### src/rtl/simple_proc_pkg.sv
`default_nettype none
// ============================================================================
// Module   : simple_proc_pkg
// Purpose  : Shared types and constants for the simpleProcessor multi-cycle
//            control unit: state enum, opcode/funct codes, ALU op encoding,
//            datapath select codes and the state -> control-word decode.
// Revision : 1.0  initial release
// ============================================================================
package simple_proc_pkg;

  typedef enum logic [3:0] {
    S_IDLE   = 4'd0,
    S_FETCH  = 4'd1,
    S_DECODE = 4'd2,
    S_EXEC_R = 4'd3,
    S_WB_R   = 4'd4,
    S_ADDR   = 4'd5,
    S_MEM_RD = 4'd6,
    S_MEM_WR = 4'd7,
    S_WB_LW  = 4'd8,
    S_BRANCH = 4'd9,
    S_JUMP   = 4'd10,
    S_TRAP   = 4'd11
  } state_t;

  localparam logic [5:0] OP_RTYPE = 6'h00;
  localparam logic [5:0] OP_LW    = 6'h23;
  localparam logic [5:0] OP_SW    = 6'h2B;
  localparam logic [5:0] OP_BEQ   = 6'h04;
  localparam logic [5:0] OP_J     = 6'h02;

  localparam logic [5:0] FN_ADD = 6'h20;
  localparam logic [5:0] FN_SUB = 6'h22;
  localparam logic [5:0] FN_AND = 6'h24;
  localparam logic [5:0] FN_OR  = 6'h25;
  localparam logic [5:0] FN_SLT = 6'h2A;

  typedef enum logic [2:0] {
    ALU_ADD = 3'd0,
    ALU_SUB = 3'd1,
    ALU_AND = 3'd2,
    ALU_OR  = 3'd3,
    ALU_SLT = 3'd4
  } alu_op_t;

  localparam logic [1:0] PCSRC_ALU    = 2'd0;  // PC + 4 straight from the ALU
  localparam logic [1:0] PCSRC_ALUOUT = 2'd1;  // branch target held in ALUOut
  localparam logic [1:0] PCSRC_JUMP   = 2'd2;  // jump target

  localparam logic [1:0] SRCB_RT      = 2'd0;
  localparam logic [1:0] SRCB_FOUR    = 2'd1;
  localparam logic [1:0] SRCB_IMM     = 2'd2;
  localparam logic [1:0] SRCB_IMM_SH2 = 2'd3;

  typedef struct packed {
    logic       pc_write;
    logic       pc_write_cond;
    logic [1:0] pc_src;
    logic       ir_write;
    logic       mem_read;
    logic       mem_write;
    logic       reg_write;
    logic       reg_dst;
    logic       mem_to_reg;
    logic       alu_src_a;
    logic [1:0] alu_src_b;
    alu_op_t    alu_op;
    logic       instr_done;
    logic       illegal;
  } ctrl_t;

  // Control word for a given state. mem_last marks the final cycle of a
  // data-memory access; r_op is the funct-derived ALU op for EXEC_R.
  function automatic ctrl_t ctrl_for_state(state_t st, logic mem_last, alu_op_t r_op);
    ctrl_t c;
    c = '0;
    case (st)
      S_FETCH: begin
        c.ir_write  = 1'b1;
        c.pc_write  = 1'b1;
        c.pc_src    = PCSRC_ALU;
        c.alu_src_b = SRCB_FOUR;
        c.alu_op    = ALU_ADD;
      end
      S_DECODE: begin
        // Branch target is precomputed here whatever the instruction is.
        c.alu_src_b = SRCB_IMM_SH2;
        c.alu_op    = ALU_ADD;
      end
      S_EXEC_R: begin
        c.alu_src_a = 1'b1;
        c.alu_src_b = SRCB_RT;
        c.alu_op    = r_op;
      end
      S_WB_R: begin
        c.reg_write  = 1'b1;
        c.reg_dst    = 1'b1;
        c.instr_done = 1'b1;
      end
      S_ADDR: begin
        c.alu_src_a = 1'b1;
        c.alu_src_b = SRCB_IMM;
        c.alu_op    = ALU_ADD;
      end
      S_MEM_RD: c.mem_read = 1'b1;
      S_MEM_WR: begin
        c.mem_write  = 1'b1;
        c.instr_done = mem_last;
      end
      S_WB_LW: begin
        c.reg_write  = 1'b1;
        c.mem_to_reg = 1'b1;
        c.instr_done = 1'b1;
      end
      S_BRANCH: begin
        c.alu_src_a     = 1'b1;
        c.alu_src_b     = SRCB_RT;
        c.alu_op        = ALU_SUB;
        c.pc_write_cond = 1'b1;
        c.pc_src        = PCSRC_ALUOUT;
        c.instr_done    = 1'b1;
      end
      S_JUMP: begin
        c.pc_write   = 1'b1;
        c.pc_src     = PCSRC_JUMP;
        c.instr_done = 1'b1;
      end
      S_TRAP:  c.illegal = 1'b1;
      default: ;
    endcase
    return c;
  endfunction

endpackage
`default_nettype wire

### src/rtl/simple_proc_alu_dec.sv
`default_nettype none
// ============================================================================
// Module   : simple_proc_alu_dec
// Purpose  : Combinational R-type funct decode to ALU op plus a legality flag
//            used by the controller to trap unsupported R-type encodings.
// Ports    : funct  [5:0] in  - IR[5:0]
//            alu_op [2:0] out - ALU operation (package encoding)
//            legal        out - 1 when funct is a supported R-type op
// Revision : 1.0  initial release
// ============================================================================
module simple_proc_alu_dec
  import simple_proc_pkg::*;
(
  input  logic [5:0] funct,
  output alu_op_t    alu_op,
  output logic       legal
);

  always_comb begin
    alu_op = ALU_ADD;
    legal  = 1'b1;
    case (funct)
      FN_ADD:  alu_op = ALU_ADD;
      FN_SUB:  alu_op = ALU_SUB;
      FN_AND:  alu_op = ALU_AND;
      FN_OR:   alu_op = ALU_OR;
      FN_SLT:  alu_op = ALU_SLT;
      default: legal  = 1'b0;
    endcase
  end

endmodule
`default_nettype wire

### src/rtl/simple_proc_ctrl.sv
`default_nettype none
// ============================================================================
// Module   : simple_proc_ctrl
// Purpose  : Multi-cycle control unit for the simpleProcessor datapath.
//            Walks each instruction through FETCH/DECODE/EXEC/MEM/WB and
//            drives every datapath enable and select. Unsupported encodings
//            park the unit in TRAP until reset.
// Ports    : i_clk, i_rst_ (async, active low), i_run (level start/continue),
//            i_opcode/i_funct (IR fields), PC/IR/memory/regfile/ALU controls,
//            o_stepCount (cycle within instruction), o_instrDone, o_illegal.
// Revision : 1.0  initial release
// ============================================================================
module simple_proc_ctrl
  import simple_proc_pkg::*;
#(
  parameter int MEM_WAIT = 0,
  parameter int CNT_W    = 4
) (
  input  logic             i_clk,
  input  logic             i_rst_,
  input  logic             i_run,
  input  logic [5:0]       i_opcode,
  input  logic [5:0]       i_funct,
  output logic             o_pcWrite,
  output logic             o_pcWriteCond,
  output logic [1:0]       o_pcSrc,
  output logic             o_irWrite,
  output logic             o_memRead,
  output logic             o_memWrite,
  output logic             o_regWrite,
  output logic             o_regDst,
  output logic             o_memToReg,
  output logic             o_aluSrcA,
  output logic [1:0]       o_aluSrcB,
  output logic [2:0]       o_aluOp,
  output logic [CNT_W-1:0] o_stepCount,
  output logic             o_instrDone,
  output logic             o_illegal
);

  localparam logic [2:0] WAIT_LAST = 3'(MEM_WAIT);

  state_t             state, state_nxt;
  logic [2:0]         wait_cnt, wait_nxt;
  logic [CNT_W-1:0]   step_cnt, step_nxt;
  ctrl_t              ctrl_q, ctrl_nxt;
  alu_op_t            dec_alu_op;
  logic               funct_legal;
  logic               mem_done;
  logic               mem_last_nxt;
  state_t             after_done;

  simple_proc_alu_dec u_alu_dec (
    .funct  (i_funct),
    .alu_op (dec_alu_op),
    .legal  (funct_legal)
  );

  always_comb begin
    mem_done   = (wait_cnt == WAIT_LAST);
    after_done = i_run ? S_FETCH : S_IDLE;
    state_nxt  = state;

    case (state)
      S_IDLE:   if (i_run) state_nxt = S_FETCH;
      S_FETCH:  state_nxt = S_DECODE;
      S_DECODE: begin
        case (i_opcode)
          OP_RTYPE:     state_nxt = funct_legal ? S_EXEC_R : S_TRAP;
          OP_LW, OP_SW: state_nxt = S_ADDR;
          OP_BEQ:       state_nxt = S_BRANCH;
          OP_J:         state_nxt = S_JUMP;
          default:      state_nxt = S_TRAP;
        endcase
      end
      S_EXEC_R: state_nxt = S_WB_R;
      S_ADDR:   state_nxt = (i_opcode == OP_LW) ? S_MEM_RD : S_MEM_WR;
      S_MEM_RD: if (mem_done) state_nxt = S_WB_LW;
      S_MEM_WR: if (mem_done) state_nxt = after_done;
      S_WB_R, S_WB_LW, S_BRANCH, S_JUMP: state_nxt = after_done;
      S_TRAP:   state_nxt = S_TRAP;
      default:  state_nxt = S_IDLE;
    endcase

    // Wait counter only advances while staying in the same memory state.
    if ((state_nxt == S_MEM_RD || state_nxt == S_MEM_WR) && state_nxt == state)
      wait_nxt = wait_cnt + 3'd1;
    else
      wait_nxt = 3'd0;
    mem_last_nxt = (wait_nxt == WAIT_LAST);

    if (state_nxt == S_FETCH || state_nxt == S_IDLE)
      step_nxt = '0;
    else if (state_nxt == S_TRAP || (&step_cnt))
      step_nxt = step_cnt;
    else
      step_nxt = step_cnt + CNT_W'(1);

    // Controls are decoded from the next state and registered, so each
    // output is a flop: same timing as decoding the state register, but
    // free of decode glitches and cleared directly by the async reset.
    ctrl_nxt = ctrl_for_state(state_nxt, mem_last_nxt, dec_alu_op);
  end

  always_ff @(posedge i_clk or negedge i_rst_) begin
    if (!i_rst_) begin
      state    <= S_IDLE;
      wait_cnt <= 3'd0;
      step_cnt <= '0;
      ctrl_q   <= '0;
    end else begin
      state    <= state_nxt;
      wait_cnt <= wait_nxt;
      step_cnt <= step_nxt;
      ctrl_q   <= ctrl_nxt;
    end
  end

  assign o_pcWrite     = ctrl_q.pc_write;
  assign o_pcWriteCond = ctrl_q.pc_write_cond;
  assign o_pcSrc       = ctrl_q.pc_src;
  assign o_irWrite     = ctrl_q.ir_write;
  assign o_memRead     = ctrl_q.mem_read;
  assign o_memWrite    = ctrl_q.mem_write;
  assign o_regWrite    = ctrl_q.reg_write;
  assign o_regDst      = ctrl_q.reg_dst;
  assign o_memToReg    = ctrl_q.mem_to_reg;
  assign o_aluSrcA     = ctrl_q.alu_src_a;
  assign o_aluSrcB     = ctrl_q.alu_src_b;
  assign o_aluOp       = ctrl_q.alu_op;
  assign o_instrDone   = ctrl_q.instr_done;
  assign o_illegal     = ctrl_q.illegal;
  assign o_stepCount   = step_cnt;

endmodule
`default_nettype wire
### config.mk
export PLATFORM = sky130hd
export DESIGN_NAME = simple_proc_ctrl
export DESIGN_NICKNAME = d
export VERILOG_FILES = /design/src/rtl/simple_proc_pkg.sv /design/src/rtl/simple_proc_alu_dec.sv /design/src/rtl/simple_proc_ctrl.sv
export SDC_FILE = /design/constraint.sdc
export NUM_CORES = 1
export LEC_CHECK = 0
export CORE_MARGIN = 2
export CORE_UTILIZATION = 43
export DETAILED_ROUTE_END_ITERATION = 8
export HOLD_SLACK_MARGIN = 0.03
export PLACE_DENSITY = 0.74
export SKIP_CTS_REPAIR_TIMING = 1
export SYNTH_ARGS = -nofsm -noshare
export SYNTH_HDL_FRONTEND = slang
export SYNTH_SLANG_ARGS = --single-unit
### constraint.sdc
create_clock -name i_clk -period 2.4 [get_ports i_clk]
set_input_delay 0.48 -clock i_clk [delete_from_list [all_inputs] [get_ports i_clk]]
set_output_delay 0.48 -clock i_clk [all_outputs]
set_load 0.02 [all_outputs]
==> results of run 1 <==
area by class of cell:
type,instances,area (um^2),share of cell area
Multi-Input combinational cell,97,698,0.326
Clock inverter,1,30.0,0.0140
Timing Repair Buffer,67,593,0.277
Tap cell,46,57.6,0.0269
Clock buffer,3,22.5,0.0105
Inverter,8,40.0,0.0187
Sequential cell,28,701,0.327
sequential cells by signal, summed over array words and instances (netlist names), 2 cells and up:
register	cells
o_aluOp	3
o_aluSrcB	2
o_pcSrc	2
o_stepCount	4
state	4
wait_cnt	3
worst max-delay path: cells and delay by family:
family | cells | cell delay [ps]
and+or+nand+nor | 2 | 820
muxes | 1 | 350
buffers and inverters | 2 | 530
AOI/OAI and AO/OA | 3 | 510
Yosys cell counts (3+ instances only):
master | number | area, um^2
ha_1 | 3 | 37.5
dfrtp_1 | 28 | 701
nor2b_1 | 5 | 31.3
nand3_1 | 4 | 20.0
inv_1 | 5 | 18.8
nor2_1 | 18 | 67.6
clkbuf_1 | 3 | 11.3
or2_2 | 3 | 18.8
nand2_1 | 11 | 41.3
a21oi_1 | 7 | 35.0
a211oi_1 | 3 | 22.5
power by group through the flow:
stage | Combinational (mW) | Sequential [mW] | Clock, mW
2_1_floorplan | 0.763 | 0.810 | 0
3_3_place_gp | 1.41 | 0.680 | 0
3_5_place_dp | 1.45 | 0.688 | 0
4_1_cts | 1.46 | 0.676 | 0.315
5_1_grt | 1.60 | 0.693 | 0.330
6_report | 1.48 | 0.674 | 0.307
cell families after synthesis:
group,synth area share
and+or+nand+nor,0.233
AOI/OAI and AO/OA,0.174
DFF,0.479
buffers and inverters,0.0607
muxes,0.0222
adders and majority gates,0.0256
xor gates and xnor gates,0.00598
worst max path at each step:
| stage | start | to | slack [ps] | depth (start not counted) |
|---|---|---|---|---|
| 5_1_grt | wait_cnt[0] | o_stepCount[3] | -150 | 10 |
| 6_report | i_funct[1] | o_stepCount[3] | -60 | 8 |
| 3_5_place_dp | i_funct[1] | o_stepCount[3] | -400 | 8 |
| 4_1_cts | wait_cnt[1] | o_stepCount[3] | -70 | 10 |
| 3_3_place_gp | i_funct[1] | o_stepCount[3] | -340 | 8 |
| 2_1_floorplan | wait_cnt[0] | o_stepCount[3] | -10 | 11 |
per-stage QoR:
| step | utilization | instance area (um^2) | cells |
|---|---|---|---|
| finish | 0.647 | 2140 | 250 |
| global route | 0.647 | 2140 | 250 |
| CTS | 0.638 | 2110 | 249 |
| detailed placement | 0.622 | 2060 | 245 |
| global placement | 0.622 | 2060 | 245 |
| floorplan | - | 1470 | 140 |
per-layer routing:
metal  up-vias  share of wire  GRT usage
met5         -              0          0
met4         0        0.00091     0.0583
met3         2          0.044     0.0344
met1       626           0.39      0.208
li1        628              -          -
met2        45           0.56      0.372
==> results.sh, run 1 <==
export IMPL_required_ps=2630
export IMPL_p_leak_nw=0.978
export IMPL_finalClockSkew_ps=5.22
export IMPL_crit_fanout=3
export IMPL_rrSetupSlack_ps=-10
export IMPL_totalWireLength_um=3300
export IMPL_root_buffer="clkbuf_4"
export IMPL_async_reset_ff_frac=1.00
export IMPL_hp_class="in2async"
export IMPL_dp_hpwl_um=2620
export IMPL_ctsLongestPathBuffers=2
export IMPL_synth_area_per_cell_um2=10.5
export IMPL_fin_ws_ps=-59.4
export IMPL_slew_violations=0
export IMPL_ir_drop_v=0.000500
export IMPL_syn_to_final_growth_pct=46.3
export IMPL_cts_buffers_inserted=3
export IMPL_core_area_mm2=0.00331
export IMPL_cp_arrival_ps=2690
export IMPL_clk_pin_slew_ps=150
export IMPL_violations="setup timing"
export IMPL_drtPass1Iterations=4
export IMPL_power_mw=2.46
export IMPL_post_drt_wl_per_cell_um=13.2
export IMPL_antenna_cells=0
export IMPL_grt_max_degree=29
export IMPL_cpMaxStageDelayCell="clkdlybuf4s50_1"
export IMPL_startpoint_type="input pin"
export IMPL_setup_viol=1
export IMPL_p_sw_mw=0.979
export IMPL_yosys_warnings=0
export IMPL_initial_core_util=0.442
export IMPL_outcome="complete, but fails checks"
export IMPL_period_minus_slack_ps=2460
export IMPL_grt_pass1_wl_um=5880
export IMPL_vias=1301
export IMPL_comb_power_share=0.601
export IMPL_initialDrtViolationCount=38
export IMPL_ys_seq_elements=28
export IMPL_rr_worst_depth=10
export IMPL_mostFrequentLayoutCell="clkdlybuf4s50_1"
export IMPL_power_frac_seq=0.274
export IMPL_crit_chain="clkdlybuf4s50_1 -> mux2_2 -> nor4b_1 -> a21oi_2 -> o221ai_4 -> inv_4 -> or4b_1 -> o211a_1"
export IMPL_htree_levels=1
export IMPL_fmax_mhz=407
export IMPL_clk_insertion_delay_late_ps=330
export IMPL_fill_cells=289
export IMPL_final_period_utilization=1.02
export IMPL_die_area_mm2=0.00389
export IMPL_max_cap_violations=0
export IMPL_cp_end_kind="flip-flop"
export IMPL_io_buffers=36
export IMPL_cts_tree="done"
export IMPL_slowest_delay_ps=490
export IMPL_drive_above_1_share=0.289
export IMPL_seq_area_frac_synth=0.479
export IMPL_hold_slack_ps=506
export IMPL_synth_area_mm2=0.00146
export IMPL_dieWidth_um=62.3
export IMPL_yosys_most_used_dff="dfrtp_1"
export IMPL_drtAntennaViolNets=0
export IMPL_tightest_slew_ps=461
export IMPL_grt_usage=0.191
export IMPL_p_clk_frac=0.125
export IMPL_sw_frac_of_total=0.398
export IMPL_rsz0062_at_grt="true"
export IMPL_place_ws_ps=-405
export IMPL_ios=37
export IMPL_p_int_mw=1.48
export IMPL_syn_inst=140
export IMPL_syn_num_nets=158
export IMPL_antenna_found_initial=0
export IMPL_row_count=21
export IMPL_tns_ps=-59.4
export IMPL_maxSlewHeadroom=0.691
export IMPL_post_route_drc_count=0
export IMPL_synth_edf_count=0
export IMPL_rr_startpoint="wait_cnt[1]"
export IMPL_crit_type="in2reg"
export IMPL_gp_congestion=0.846
export IMPL_cts_sink_count=28
export IMPL_finalHoldViolCount=0
export IMPL_grt_overflow=0
export IMPL_p_per_area_mw_per_mm2=1150
export IMPL_nets=223
export IMPL_r2r_end="o_stepCount[3]"
export IMPL_synth_cell_type_count=53
export IMPL_final_cell_mix="clkdlybuf4s50_1, buf_4, dfrtp_1"
export IMPL_grt_pass1_vias=1345
export IMPL_vias_per_cell=5.20
export IMPL_die_y_um=62.3
No activity file was read; power rests on OpenSTA's default activity.
==> run 2: changes to the inputs <==
--- a/config.mk
+++ b/config.mk
@@ -5,12 +5,12 @@
 export SDC_FILE = /design/constraint.sdc
 export NUM_CORES = 1
 export LEC_CHECK = 0
-export CORE_MARGIN = 2
 export CORE_UTILIZATION = 43
 export DETAILED_ROUTE_END_ITERATION = 8
 export HOLD_SLACK_MARGIN = 0.03
 export PLACE_DENSITY = 0.74
 export SKIP_CTS_REPAIR_TIMING = 1
+export SKIP_LAST_GASP = 1
 export SYNTH_ARGS = -nofsm -noshare
 export SYNTH_HDL_FRONTEND = slang
 export SYNTH_SLANG_ARGS = --single-unit
==> run 2 against run 1 <==
Compared with the run above:
- the flow still finishes with violations (setup timing)
- final cell count shrank 1.6%
- clock power is essentially flat
- worst setup slack lost 7.5 ps
- critical path depth is the same
- critical path type unchanged
==> results.sh, run 2 (same netlist as run 1, synthesis figures left out) <==
export IMPL_outcome="complete, but fails checks"
export IMPL_violations="setup timing"
export IMPL_fill_cells=268
export IMPL_mostFrequentLayoutCell="clkdlybuf4s50_1"
export IMPL_syn_to_final_growth_pct=45.6
export IMPL_postLayoutCoreUtil=0.676
export IMPL_io_buffers=36
export IMPL_grt_max_degree=29
export IMPL_r2r_end="o_stepCount[3]"
export IMPL_clk_pin_slew_ps=160
export IMPL_finalClockSkew_ps=6.93
export IMPL_place_ws_ps=-434
export IMPL_maxSlewHeadroom=0.700
export IMPL_die_area_mm2=0.00364
export IMPL_clk_insertion_delay_late_ps=330
export IMPL_grt_overflow=0
export IMPL_rrSetupSlack_ps=-40
export IMPL_path_buf_inv=2
export IMPL_power_mw=2.46
export IMPL_root_buffer="clkbuf_4"
export IMPL_initial_core_util=0.464
export IMPL_path_delay_family="simple AND/OR/NAND/NOR gates"
export IMPL_cp_arrival_ps=2700
export IMPL_startpoint_type="input pin"
export IMPL_ir_drop_v=0.000686
export IMPL_die_y_um=60.3
export IMPL_slew_violations=0
export IMPL_ctsLongestPathBuffers=2
export IMPL_crit_type="in2reg"
export IMPL_cp_end_kind="flip-flop"
export IMPL_grt_pass1_vias=1267
export IMPL_required_ps=2640
export IMPL_crit_fanout=3
export IMPL_finalHoldViolCount=0
export IMPL_core_area_mm2=0.00315
export IMPL_cpMaxStageDelayCell="clkdlybuf4s50_1"
export IMPL_final_cell_mix="clkdlybuf4s50_1, buf_4, dfrtp_1"
export IMPL_ios=37
export IMPL_row_count=20
export IMPL_fin_ws_ps=-66.8
export IMPL_dieWidth_um=60.3
export IMPL_drtPass1Iterations=4
export IMPL_cp_endpoint="o_stepCount[3]"
export IMPL_slowest_delay_ps=500
export IMPL_vias=1279
export IMPL_hold_slack_ps=508
export IMPL_grt_pass1_wl_um=5560
export IMPL_p_leak_nw=0.973
export IMPL_hp_class="in2async"
export IMPL_htree_levels=1
export IMPL_final_period_utilization=1.03
export IMPL_drtAntennaViolNets=0
export IMPL_antenna_found_initial=0
export IMPL_setup_viol=1
export IMPL_gp_congestion=0.848
export IMPL_rr_startpoint="wait_cnt[1]"
export IMPL_cts_sink_count=28
export IMPL_dp_hpwl_um=2540
export IMPL_totalWireLength_um=3430
export IMPL_rr_worst_depth=10
export IMPL_dpl_cell_area_mm2=0.00204
export IMPL_nets=221
export IMPL_tightest_slew_ps=448
export IMPL_cp_startpoint="i_funct[1]"
export IMPL_rsz0062_at_grt="true"
export IMPL_antenna_cells=0
export IMPL_max_cap_violations=0
export IMPL_crit_chain="clkdlybuf4s50_1 -> mux2_2 -> nor4b_2 -> a21oi_2 -> o221ai_4 -> inv_4 -> or4b_4 -> o211a_1"
export IMPL_initialDrtViolationCount=61
export IMPL_p_per_area_mw_per_mm2=1150
export IMPL_design_area_mm2=0.00213
export IMPL_vias_per_cell=5.20
export IMPL_drive_above_1_share=0.287
export IMPL_grt_usage=0.205
export IMPL_cts_tree="done"
export IMPL_post_route_drc_count=0
export IMPL_cts_buffers_inserted=3
export IMPL_period_minus_slack_ps=2470
export IMPL_post_drt_wl_per_cell_um=14.0
export IMPL_cp_depth=8
export IMPL_fmax_mhz=405
run 2: changes by cell type in the layout (fill, tap and decap cells not counted), sizes merged:
cell,previous run,this run
buf,31,29
run 2: stage by stage:
stage / setup TNS [ps] / cells
after global routing: -252 / 246
final: -66.8 / 246
after detailed placement: -2760 / 240
after floorplan: -14.6 / 140
after CTS: -149 / 244
after global placement: -2460 / 240
run 2: layout make-up:
type	count	area [um^2]	share of cell area
clock buffer	3	22.5	0.0106
clock inverter	1	30.0	0.0141
inverter	8	40.0	0.0188
multi-input combinational	97	704	0.331
sequential	28	701	0.329
tap	44	55.1	0.0258
timing repair buffer	65	578	0.271
run 2: where the power goes:
part,internal [mW],switching [mW]
Sequential,0.612,0.0662
Clock,0.169,0.141
Combinational,0.692,0.775
Total,1.47,0.982
run 2: worst min-delay path by stage:
stage / slack [ps] / endpoint / cells after the start / start
2_1_floorplan: 180 / o_aluOp[0] / 0 / i_rst_
3_3_place_gp: 510 / wait_cnt[0] / 2 / wait_cnt[0]
3_5_place_dp: 530 / wait_cnt[0] / 2 / wait_cnt[0]
4_1_cts: 510 / o_aluSrcB[0] / 2 / i_rst_
5_1_grt: 530 / wait_cnt[0] / 2 / i_rst_
6_report: 510 / wait_cnt[2] / 2 / i_rst_
run 2: per-layer routing:
layer | share of wire | vias up | wire length [um] | track usage
met3 | 0.027 | 4 | 92 | 0.0256
li1 | - | 624 | - | -
met1 | 0.43 | 621 | 1490 | 0.249
met4 | 0.0058 | 0 | 20 | 0.0498
met2 | 0.53 | 30 | 1830 | 0.383
met5 | 0 | - | 0 | 0
==> run 3: changes to the inputs <==
--- a/config.mk
+++ b/config.mk
@@ -13,4 +13,5 @@
 export SKIP_LAST_GASP = 1
 export SYNTH_ARGS = -nofsm -noshare
 export SYNTH_HDL_FRONTEND = slang
+export SYNTH_HIERARCHICAL = 1
 export SYNTH_SLANG_ARGS = --single-unit
==> run 3 against run 2 <==
Compared with the run above:
- the flow now finishes without violations
- sequential share of layout area increased by 0.27 points
- core utilization about the same
- clock skew decreased by 2.2 ps
- total power is 0.57% lower
- final cell count is 1.2% lower
- global-route usage grew 1.7 points
- first-iteration DRC count fell by 36%
- combinational power is 5% lower
- fmax increased by 10%
- clock power hardly changed
- die area down 0.58%
- final area is 0.82% lower
- critical path type unchanged
- largest cell class unchanged
- highest routed layer unchanged
==> results.sh, run 3 <==
export IMPL_outcome="finished clean"
export IMPL_cts_sink_count=28
export IMPL_die_y_um=60.2
export IMPL_ios=37
export IMPL_p_leak_nw=0.922
export IMPL_initialDrtViolationCount=39
export IMPL_root_buffer="clkbuf_4"
export IMPL_async_reset_ff_frac=1.00
export IMPL_finalHoldViolCount=0
export IMPL_slew_violations=0
export IMPL_die_area_mm2=0.00362
export IMPL_drtPass1Iterations=4
export IMPL_dp_hpwl_um=2630
export IMPL_grt_pass1_wl_um=5910
export IMPL_nets=218
export IMPL_drtAntennaViolNets=0
export IMPL_htree_levels=1
export IMPL_setup_viol=0
export IMPL_dpl_cell_area_mm2=0.00204
export IMPL_synth_edf_count=0
export IMPL_startpoint_type="input pin"
export IMPL_crit_fanout=8
export IMPL_grt_overflow=0
export IMPL_tns_ps=0
export IMPL_syn_inst=137
export IMPL_post_route_drc_count=0
export IMPL_initial_core_util=0.465
export IMPL_grt_max_degree=29
export IMPL_power_mw=2.44
export IMPL_cp_arrival_ps=2520
export IMPL_period_minus_slack_ps=2230
export IMPL_syn_num_nets=155
export IMPL_synth_area_per_cell_um2=10.6
export IMPL_clk_insertion_delay_late_ps=330
export IMPL_cts_tree="done"
export IMPL_io_buffers=36
export IMPL_syn_to_final_growth_pct=45.2
export IMPL_gp_congestion=0.875
export IMPL_synth_area_mm2=0.00146
export IMPL_hp_class="in2async"
export IMPL_final_cell_mix="clkdlybuf4s50_1, dfrtp_1, buf_4"
export IMPL_design_area_mm2=0.00211
export IMPL_cp_end_kind="flip-flop"
export IMPL_synth_top_area_frac=0.482
export IMPL_fmax_mhz=448
export IMPL_synth_largest_area_cell="dfrtp_1"
export IMPL_ctsLongestPathBuffers=2
export IMPL_vias=1275
export IMPL_final_period_utilization=0.931
export IMPL_required_ps=2690
export IMPL_max_cap_violations=0
export IMPL_ys_seq_elements=28
export IMPL_grt_usage=0.222
export IMPL_ir_drop_v=0.000584
export IMPL_yosys_most_used_dff="dfrtp_1"
export IMPL_drive_above_1_share=0.236
export IMPL_clk_pin_slew_ps=150
export IMPL_antenna_cells=0
export IMPL_grt_pass1_vias=1369
export IMPL_yosysMostFrequentCell="dfrtp_1"
export IMPL_finalClockSkew_ps=4.70
export IMPL_cts_buffers_inserted=3
export IMPL_core_area_mm2=0.00313
export IMPL_hold_slack_ps=500
export IMPL_p_per_area_mw_per_mm2=1160
export IMPL_vias_per_cell=5.25
export IMPL_maxSlewHeadroom=0.719
export IMPL_mostFrequentLayoutCell="clkdlybuf4s50_1"
export IMPL_totalWireLength_um=3440
export IMPL_rrSetupSlack_ps=200
export IMPL_antenna_found_initial=0
export IMPL_synth_cell_type_count=52
export IMPL_tightest_slew_ps=422
export IMPL_synth_common_cells="dfrtp_1, nor2_1, a21oi_1, inv_1, nand2_1"
export IMPL_yosys_warnings=6
export IMPL_seq_area_frac_synth=0.482
export IMPL_crit_type="in2reg"
export IMPL_post_drt_wl_per_cell_um=14.2
export IMPL_dieWidth_um=60.2
export IMPL_row_count=20
export IMPL_synthTopCellsByArea="dfrtp_1, nor2_1, ha_1, a21oi_1, a2111oi_4"
## run 3: cells by family after synthesis
group | synth area share
and+or+nand+nor | 0.262
muxes | 0.00774
adders and majority gates | 0.0258
AOI/OAI and AO/OA | 0.183
xor gates and xnor gates | 0.00602
buffers and inverters | 0.0335
DFF | 0.482
## run 3: metal layers
metal  share of wire  global-route usage  vias up
li1                -                   -      619
met1            0.40               0.253      607
met2            0.52               0.399       42
met3           0.051              0.0303        7
met4           0.025               0.116        0
met5               0                   0        -
## run 3: where the power goes
part | switching [mW] | internal [mW]
Sequential | 0.131 | 0.612
Clock | 0.138 | 0.169
Combinational | 0.719 | 0.671
## run 3: worst paths after layout
check | start | to | cells past startpoint
min in group i_clk | wait_cnt[0] | wait_cnt[0] | 1
max in group asynchronous | i_rst_ | wait_cnt[1] | 2
worst min register to register | wait_cnt[0] | wait_cnt[0] | 1
worst max register to register | state[3] | o_stepCount[1] | 7
worst max-delay path | i_opcode[0] | o_pcWrite | 7
worst min-delay path | i_rst_ | o_instrDone | 2
## run 3: critical path, cell delays in order
cell             delay, ps
clkdlybuf4s50_1        420
or4_4                  580
nor4b_4                320
o21bai_4               140
or2_1                  270
nor2_2                 160
a21o_1                 150
## run 3: area by class of cell
cell class	instances	area [um^2]
fillers	243	1010
multi-input cells	98	728
flip-flops and latches	28	701
repair buffers	60	541
well taps	44	55.1
inverters	9	36.3
clock inverters	1	30.0
clock buffers	3	22.5
## run 3: through the flow
step | instances | util | worst slack [ps]
2_1_floorplan | 137 | - | 288
3_3_place_gp | 239 | 0.652 | -164
3_5_place_dp | 239 | 0.652 | -243
4_1_cts | 243 | 0.668 | 126
5_1_grt | 243 | 0.676 | -1.57
6_report | 243 | 0.676 | 166
